## src/rtl/stash_ring_if.sv

```systemverilog
// stash_ring_if: sample, browse and status bundle between a producer/browser (master) and the stash (slave).
//   master drives sample_in, sample_in_valid, next_sample, prev_sample, clear
//   master reads  sample_out, sample_index, count, full, empty
interface stash_ring_if #(
    parameter int WIDTH = 8,
    parameter int DEPTH = 5
);
    localparam int IW = $clog2(DEPTH);
    localparam int CW = $clog2(DEPTH + 1);
    logic [WIDTH-1:0] sample_in;
    logic             sample_in_valid;
    logic             next_sample;
    logic             prev_sample;
    logic             clear;
    logic [WIDTH-1:0] sample_out;
    logic [IW-1:0]    sample_index;
    logic [CW-1:0]    count;
    logic             full;
    logic             empty;
    modport master (
        output sample_in, sample_in_valid, next_sample, prev_sample, clear,
        input  sample_out, sample_index, count, full, empty
    );
    modport slave (
        input  sample_in, sample_in_valid, next_sample, prev_sample, clear,
        output sample_out, sample_index, count, full, empty
    );
endinterface

```

## src/rtl/stash_ring.sv

```systemverilog
// stash_ring: circular stash of the last DEPTH samples with forward/backward browsing over valid entries.
//   clk   rising-edge system clock
//   reset asynchronous active-high reset (zeroes memory and pointers)
//   bus   stash_ring_if.slave: sample_in/sample_in_valid write, next_sample/prev_sample browse,
//         clear flush; sample_out/sample_index/count/full/empty status
//   STASH_EDGE_EN defined: browse steps on request rising edges; undefined: one step per edge while held.
module stash_ring #(
    parameter int WIDTH = 8,
    parameter int DEPTH = 5
) (
    input logic         clk,
    input logic         reset,
    stash_ring_if.slave bus
);
    localparam int IW = $clog2(DEPTH);
    localparam int CW = $clog2(DEPTH + 1);
    localparam int SW = CW + 1;
    logic [WIDTH-1:0] r_mem [DEPTH];
    logic [IW-1:0]    r_wr;
    logic [IW-1:0]    r_rd;
    logic [CW-1:0]    r_count;
    logic [SW-1:0]    w_sum;
    logic [IW-1:0]    w_oldest;
    logic [IW-1:0]    w_newest;
    logic [IW-1:0]    w_rd_inc;
    logic [IW-1:0]    w_rd_dec;
    logic [IW-1:0]    w_wr_inc;
    logic             w_empty;
    logic             w_full;
    logic             w_nstep;
    logic             w_pstep;
`ifdef STASH_EDGE_EN
    logic r_next_q;
    logic r_prev_q;
    assign w_nstep = bus.next_sample & ~r_next_q;
    assign w_pstep = bus.prev_sample & ~r_prev_q;
`else
    assign w_nstep = bus.next_sample;
    assign w_pstep = bus.prev_sample;
`endif
    always_comb begin
        // wr + DEPTH - count stays non-negative, so one conditional subtract gives the modulo
        w_sum    = SW'(r_wr) + SW'(DEPTH) - SW'(r_count);
        w_oldest = IW'(w_sum >= SW'(DEPTH) ? w_sum - SW'(DEPTH) : w_sum);
        w_newest = r_wr == '0 ? IW'(DEPTH - 1) : r_wr - IW'(1);
        w_rd_inc = r_rd == IW'(DEPTH - 1) ? '0 : r_rd + IW'(1);
        w_rd_dec = r_rd == '0 ? IW'(DEPTH - 1) : r_rd - IW'(1);
        w_wr_inc = r_wr == IW'(DEPTH - 1) ? '0 : r_wr + IW'(1);
        w_empty  = r_count == '0;
        w_full   = r_count == CW'(DEPTH);
    end
    always_ff @(posedge clk or posedge reset) begin
        if (reset) begin
            for (int i = 0; i < DEPTH; i++) r_mem[i] <= '0;
            r_wr    <= '0;
            r_rd    <= '0;
            r_count <= '0;
`ifdef STASH_EDGE_EN
            r_next_q <= 1'b0;
            r_prev_q <= 1'b0;
`endif
        end else begin
`ifdef STASH_EDGE_EN
            r_next_q <= bus.clear ? 1'b0 : bus.next_sample;
            r_prev_q <= bus.clear ? 1'b0 : bus.prev_sample;
`endif
            if (bus.clear) begin
                r_wr    <= '0;
                r_rd    <= '0;
                r_count <= '0;
            end else if (bus.sample_in_valid) begin
                r_mem[r_wr] <= bus.sample_in;
                r_rd        <= r_wr;
                r_wr        <= w_wr_inc;
                r_count     <= w_full ? r_count : r_count + CW'(1);
            end else if (!w_empty && (w_nstep ^ w_pstep)) begin
                // wrap between oldest and newest so unwritten slots are never shown
                r_rd <= w_nstep ? (r_rd == w_newest ? w_oldest : w_rd_inc)
                                : (r_rd == w_oldest ? w_newest : w_rd_dec);
            end
        end
    end
    assign bus.sample_out   = w_empty ? '0 : r_mem[r_rd];
    assign bus.sample_index = r_rd;
    assign bus.count        = r_count;
    assign bus.full         = w_full;
    assign bus.empty        = w_empty;
endmodule

```

## src/flat_wrapper.sv

```systemverilog
// flat-port wrapper written by rule: the top's interface ports become plain ports
module stash_ring_flat 
#(
    parameter int WIDTH = 8,
    parameter int DEPTH = 5
)
  (clk, reset, bus_sample_in, bus_sample_in_valid, bus_next_sample, bus_prev_sample, bus_clear, bus_sample_out, bus_sample_index, bus_count, bus_full, bus_empty);
  stash_ring_if #(.WIDTH(WIDTH), .DEPTH(DEPTH)) bus_i ();
  input logic clk;
  input logic reset;
  input wire logic [$bits(bus_i.sample_in)-1:0] bus_sample_in;
  input wire logic [$bits(bus_i.sample_in_valid)-1:0] bus_sample_in_valid;
  input wire logic [$bits(bus_i.next_sample)-1:0] bus_next_sample;
  input wire logic [$bits(bus_i.prev_sample)-1:0] bus_prev_sample;
  input wire logic [$bits(bus_i.clear)-1:0] bus_clear;
  output wire logic [$bits(bus_i.sample_out)-1:0] bus_sample_out;
  output wire logic [$bits(bus_i.sample_index)-1:0] bus_sample_index;
  output wire logic [$bits(bus_i.count)-1:0] bus_count;
  output wire logic [$bits(bus_i.full)-1:0] bus_full;
  output wire logic [$bits(bus_i.empty)-1:0] bus_empty;
  assign bus_i.sample_in = bus_sample_in;
  assign bus_i.sample_in_valid = bus_sample_in_valid;
  assign bus_i.next_sample = bus_next_sample;
  assign bus_i.prev_sample = bus_prev_sample;
  assign bus_i.clear = bus_clear;
  assign bus_sample_out = bus_i.sample_out;
  assign bus_sample_index = bus_i.sample_index;
  assign bus_count = bus_i.count;
  assign bus_full = bus_i.full;
  assign bus_empty = bus_i.empty;
  stash_ring #(.WIDTH(WIDTH), .DEPTH(DEPTH)) u_core (.clk(clk), .reset(reset), .bus(bus_i));
endmodule
```

## config.mk

```make
export PLATFORM = sky130hd
export DESIGN_NAME = stash_ring_flat
export DESIGN_NICKNAME = d
export VERILOG_FILES = /design/src/rtl/stash_ring_if.sv /design/src/rtl/stash_ring.sv /design/src/flat_wrapper.sv
export SDC_FILE = /design/constraint.sdc
export NUM_CORES = 1
export LEC_CHECK = 0
export CAP_MARGIN = 20
export CORE_ASPECT_RATIO = 1.75
export CORE_MARGIN = 3
export CORE_UTILIZATION = 63
export CTS_BUF_LIST = sky130_fd_sc_hd__clkbuf_2 sky130_fd_sc_hd__clkbuf_4 sky130_fd_sc_hd__clkbuf_8
export DETAILED_ROUTE_END_ITERATION = 10
export PLACE_DENSITY = 0.87
export SYNTH_ARGS = -nofsm -noshare
export SYNTH_HDL_FRONTEND = slang
export SYNTH_SLANG_ARGS = --single-unit
```

## constraint.sdc

```tcl
create_clock -name clk -period 8.2 [get_ports clk]
set_input_delay 0.82 -clock clk [delete_from_list [all_inputs] [get_ports clk]]
set_output_delay 0.82 -clock clk [all_outputs]
set_load 0.02 [all_outputs]
```

==> results.cfg <==
[final_layout]
fin_cells = 316
seqCellArea_um2 = 1230
multi_input_area_um2 = 1580
most-common-layout-cells = dfrtp_1, mux2_2, clkdlybuf4s50_1, nor2_1, ha_1
drive_gt1_share_pct = 24.9
diodes = 0
fill_cells = 303
mostFrequentLayoutCell = dfrtp_1
area_growth_pct = 12.7
fin_nets = 297

[power]
powerDensity_nw_per_um2 = 199
peakVddDrop_uv = 201
p_leak_nw = 1.48

[synth]
synth_seq_cells = 49
post-synth-top-area-fraction_pct = 41.8
yosysUniqueCellTypes = 44
synth_area_um2 = 2930
yosys.area.top_type = dfrtp_1
seq_area_frac_synth_pct = 41.8
synth_warnings = 0
synthCells = 242
synth_edf_count = 0
syn-num-nets = 274
post_synth.cell_area_avg_um2 = 12.1
synth.area.top_cells = dfrtp_1, mux2_2, ha_1, mux4_2, mux2_4
synth-async-reset-ratio_pct = 100
synth-main-ff-cell = dfrtp_1

[setup_path]
cpPeakStageDelay_ps = 860
cp.arrival_ps = 2890
critical_path_class = reg -> out
worstPathRequired_ps = 7380
cp_slowest_cell = nor3_1
crit_fanout = 11
crit_path_end_kind = output port
critical_path.cell_chain = inv_1 > nor3_1 > a22oi_1 > nor2_1 > clkdlybuf4s50_1
critPathLaunchType = flip-flop

[clock_network]
cts_sinks = 49
clkLatencyLatePin_ps = 300
cts-root-buf = clkbuf_8
htreeDepth = 2
cts_buffers = 5
cts_tree = done
cts_hold_buf = 0
ctsLongestPathBuffers = 2
ctsResizeCount = 0
cts_setup_buffers = 0
clkTransAtPathRegs_ps = 80

[sta]
clock.fmax_mhz = 270
setup_tns_ps = 0
worstMarginPinSlew_ps = 981
fin_skew_ps = 6.57
relSlewSlack_pct = 34.1
fin_crit_ps = 3710
setup_viol = 0
hold_slack_ps = 511
slew_viol_final = 0
rsz0062_at_grt = false
finalHoldViolations = 0
fin_crit_sh_pct = 45.2

[placed_design]
routabilityCongestion = 0.814
place_hpwl_um = 4230
portBuffers = 29
dp.cells = 309

[drt]
ant_nets = 0
first_iter_violations = 38
drtPass1Iterations = 4
num_vias = 1918
viasPerCell = 6.07
routed_wl_um = 5780
drc = 0
avgRoutedWirePerCell_um = 18.3

[global_routing]
grt_max_degree = 50
grt_pass1_wl_um = 9670
grt_usage_pct = 23.0
gr-total-overflow = 0
antenna_found_initial = 0
grt_pass1_vias = 1968

[run_status]
outcome = finished, final reports clean

[floorplan]
die_w_um = 57.6
initial_core_util_pct = 66.0
io-pin-count = 30
die-area_um2 = 5540
coreArea_um2 = 4440
rows = 32
dieHeight_um = 96.3

[flow_run]
drv_cap = 0

[hold_path]
holdCritPathClass = reg -> reg
-- per-layer routing --
| layer | track usage, % | routed length [um] | vias up |
|---|---|---|---|
| li1 | - | - | 897 |
| met1 | 28.1 | 2300 | 977 |
| met2 | 41.3 | 3200 | 34 |
| met3 | 2.42 | 159 | 10 |
| met4 | 8.32 | 119 | 0 |
| met5 | 0 | 0 | - |
-- through the flow --
stage	cell area, um2	setup WS (ps)	total power [mW]	utilization (%)
after global placement	3220	4930	0.513	72.4
final	3310	4490	0.658	74.4
after global routing	3310	4300	0.691	74.4
after floorplan	2930	5510	0.462	-
after detailed placement	3220	4860	0.519	72.4
after CTS	3310	4510	0.663	74.4
-- sequential cells by signal (all words and copies together) (netlist names) --
register                 cells
u_core.r_mem                40
u_core.bus.count             3
u_core.bus.sample_index      3
u_core.r_wr                  3
-- report_power, final --
part	switching, mW	total, mW	internal, mW	leakage, nW
clock network	0.0740	0.144	0.0703	0.0477
registers	0.0295	0.314	0.284	0.634
logic	0.0875	0.200	0.113	0.799
total	0.191	0.658	0.467	1.48
-- logic make-up (layout without fill, tap and decap cells) --
family / Yosys count / after routing / synth area share (%)
muxes: 55 / 55 / 25.0
DFF: 49 / 49 / 41.8
buffers and inverters: 29 / 52 / 4.48
xor gates and xnor gates: 12 / 12 / 3.58
AOI/OAI and AO/OA: 26 / 26 / 6.14
and+or+nand+nor: 53 / 53 / 11.1
adders and majority gates: 18 / 18 / 7.93
-- cell usage after synthesis (3+ instances only) --
master     n
dfrtp_1   49
inv_1     15
nor3_1     3
mux2_4     8
a22oi_1    8
mux4_2     8
nor4_4     3
clkbuf_1   4
nand2_1    5
mux2i_1    5
xor2_1     4
nand2b_1   5
a21oi_1    6
buf_2      5
nor2_1    24
ha_1      17
mux2_2    34
xnor2_1    8
-- cell type report --
type / instances / area share, %
Sequential cell: 49 / 37.1
Tap cell: 51 / 1.93
Timing Repair Buffer: 29 / 8.78
Clock buffer: 7 / 2.72
Multi-Input combinational cell: 164 / 47.7
Inverter: 16 / 1.82
-- worst max-delay path, delay by kind of cell, from the launching register on --
kind | cells | cell delay (ps)
and+or+nand+nor | 2 | 1000
DFF | 1 | 480
buffers and inverters | 2 | 870
AOI/OAI and AO/OA | 1 | 230
-- worst paths after layout --
check                                                 from                    endpoint  slack [ps]  depth (start not counted)
worst max-delay path            u_core.bus.sample_index[2]           bus_sample_out[3]        4490                          5
worst min-delay path                      u_core.r_mem[25]            u_core.r_mem[25]         510                          1
worst max register to register              u_core.r_wr[2]  u_core.bus.sample_index[0]        5240                         10
worst min register to register            u_core.r_mem[25]            u_core.r_mem[25]         510                          1
max in group asynchronous                            reset            u_core.r_mem[10]        6530                          2
min in group asynchronous                            reset            u_core.r_mem[16]        1060                          2
Power figures use the tool's default switching activity.
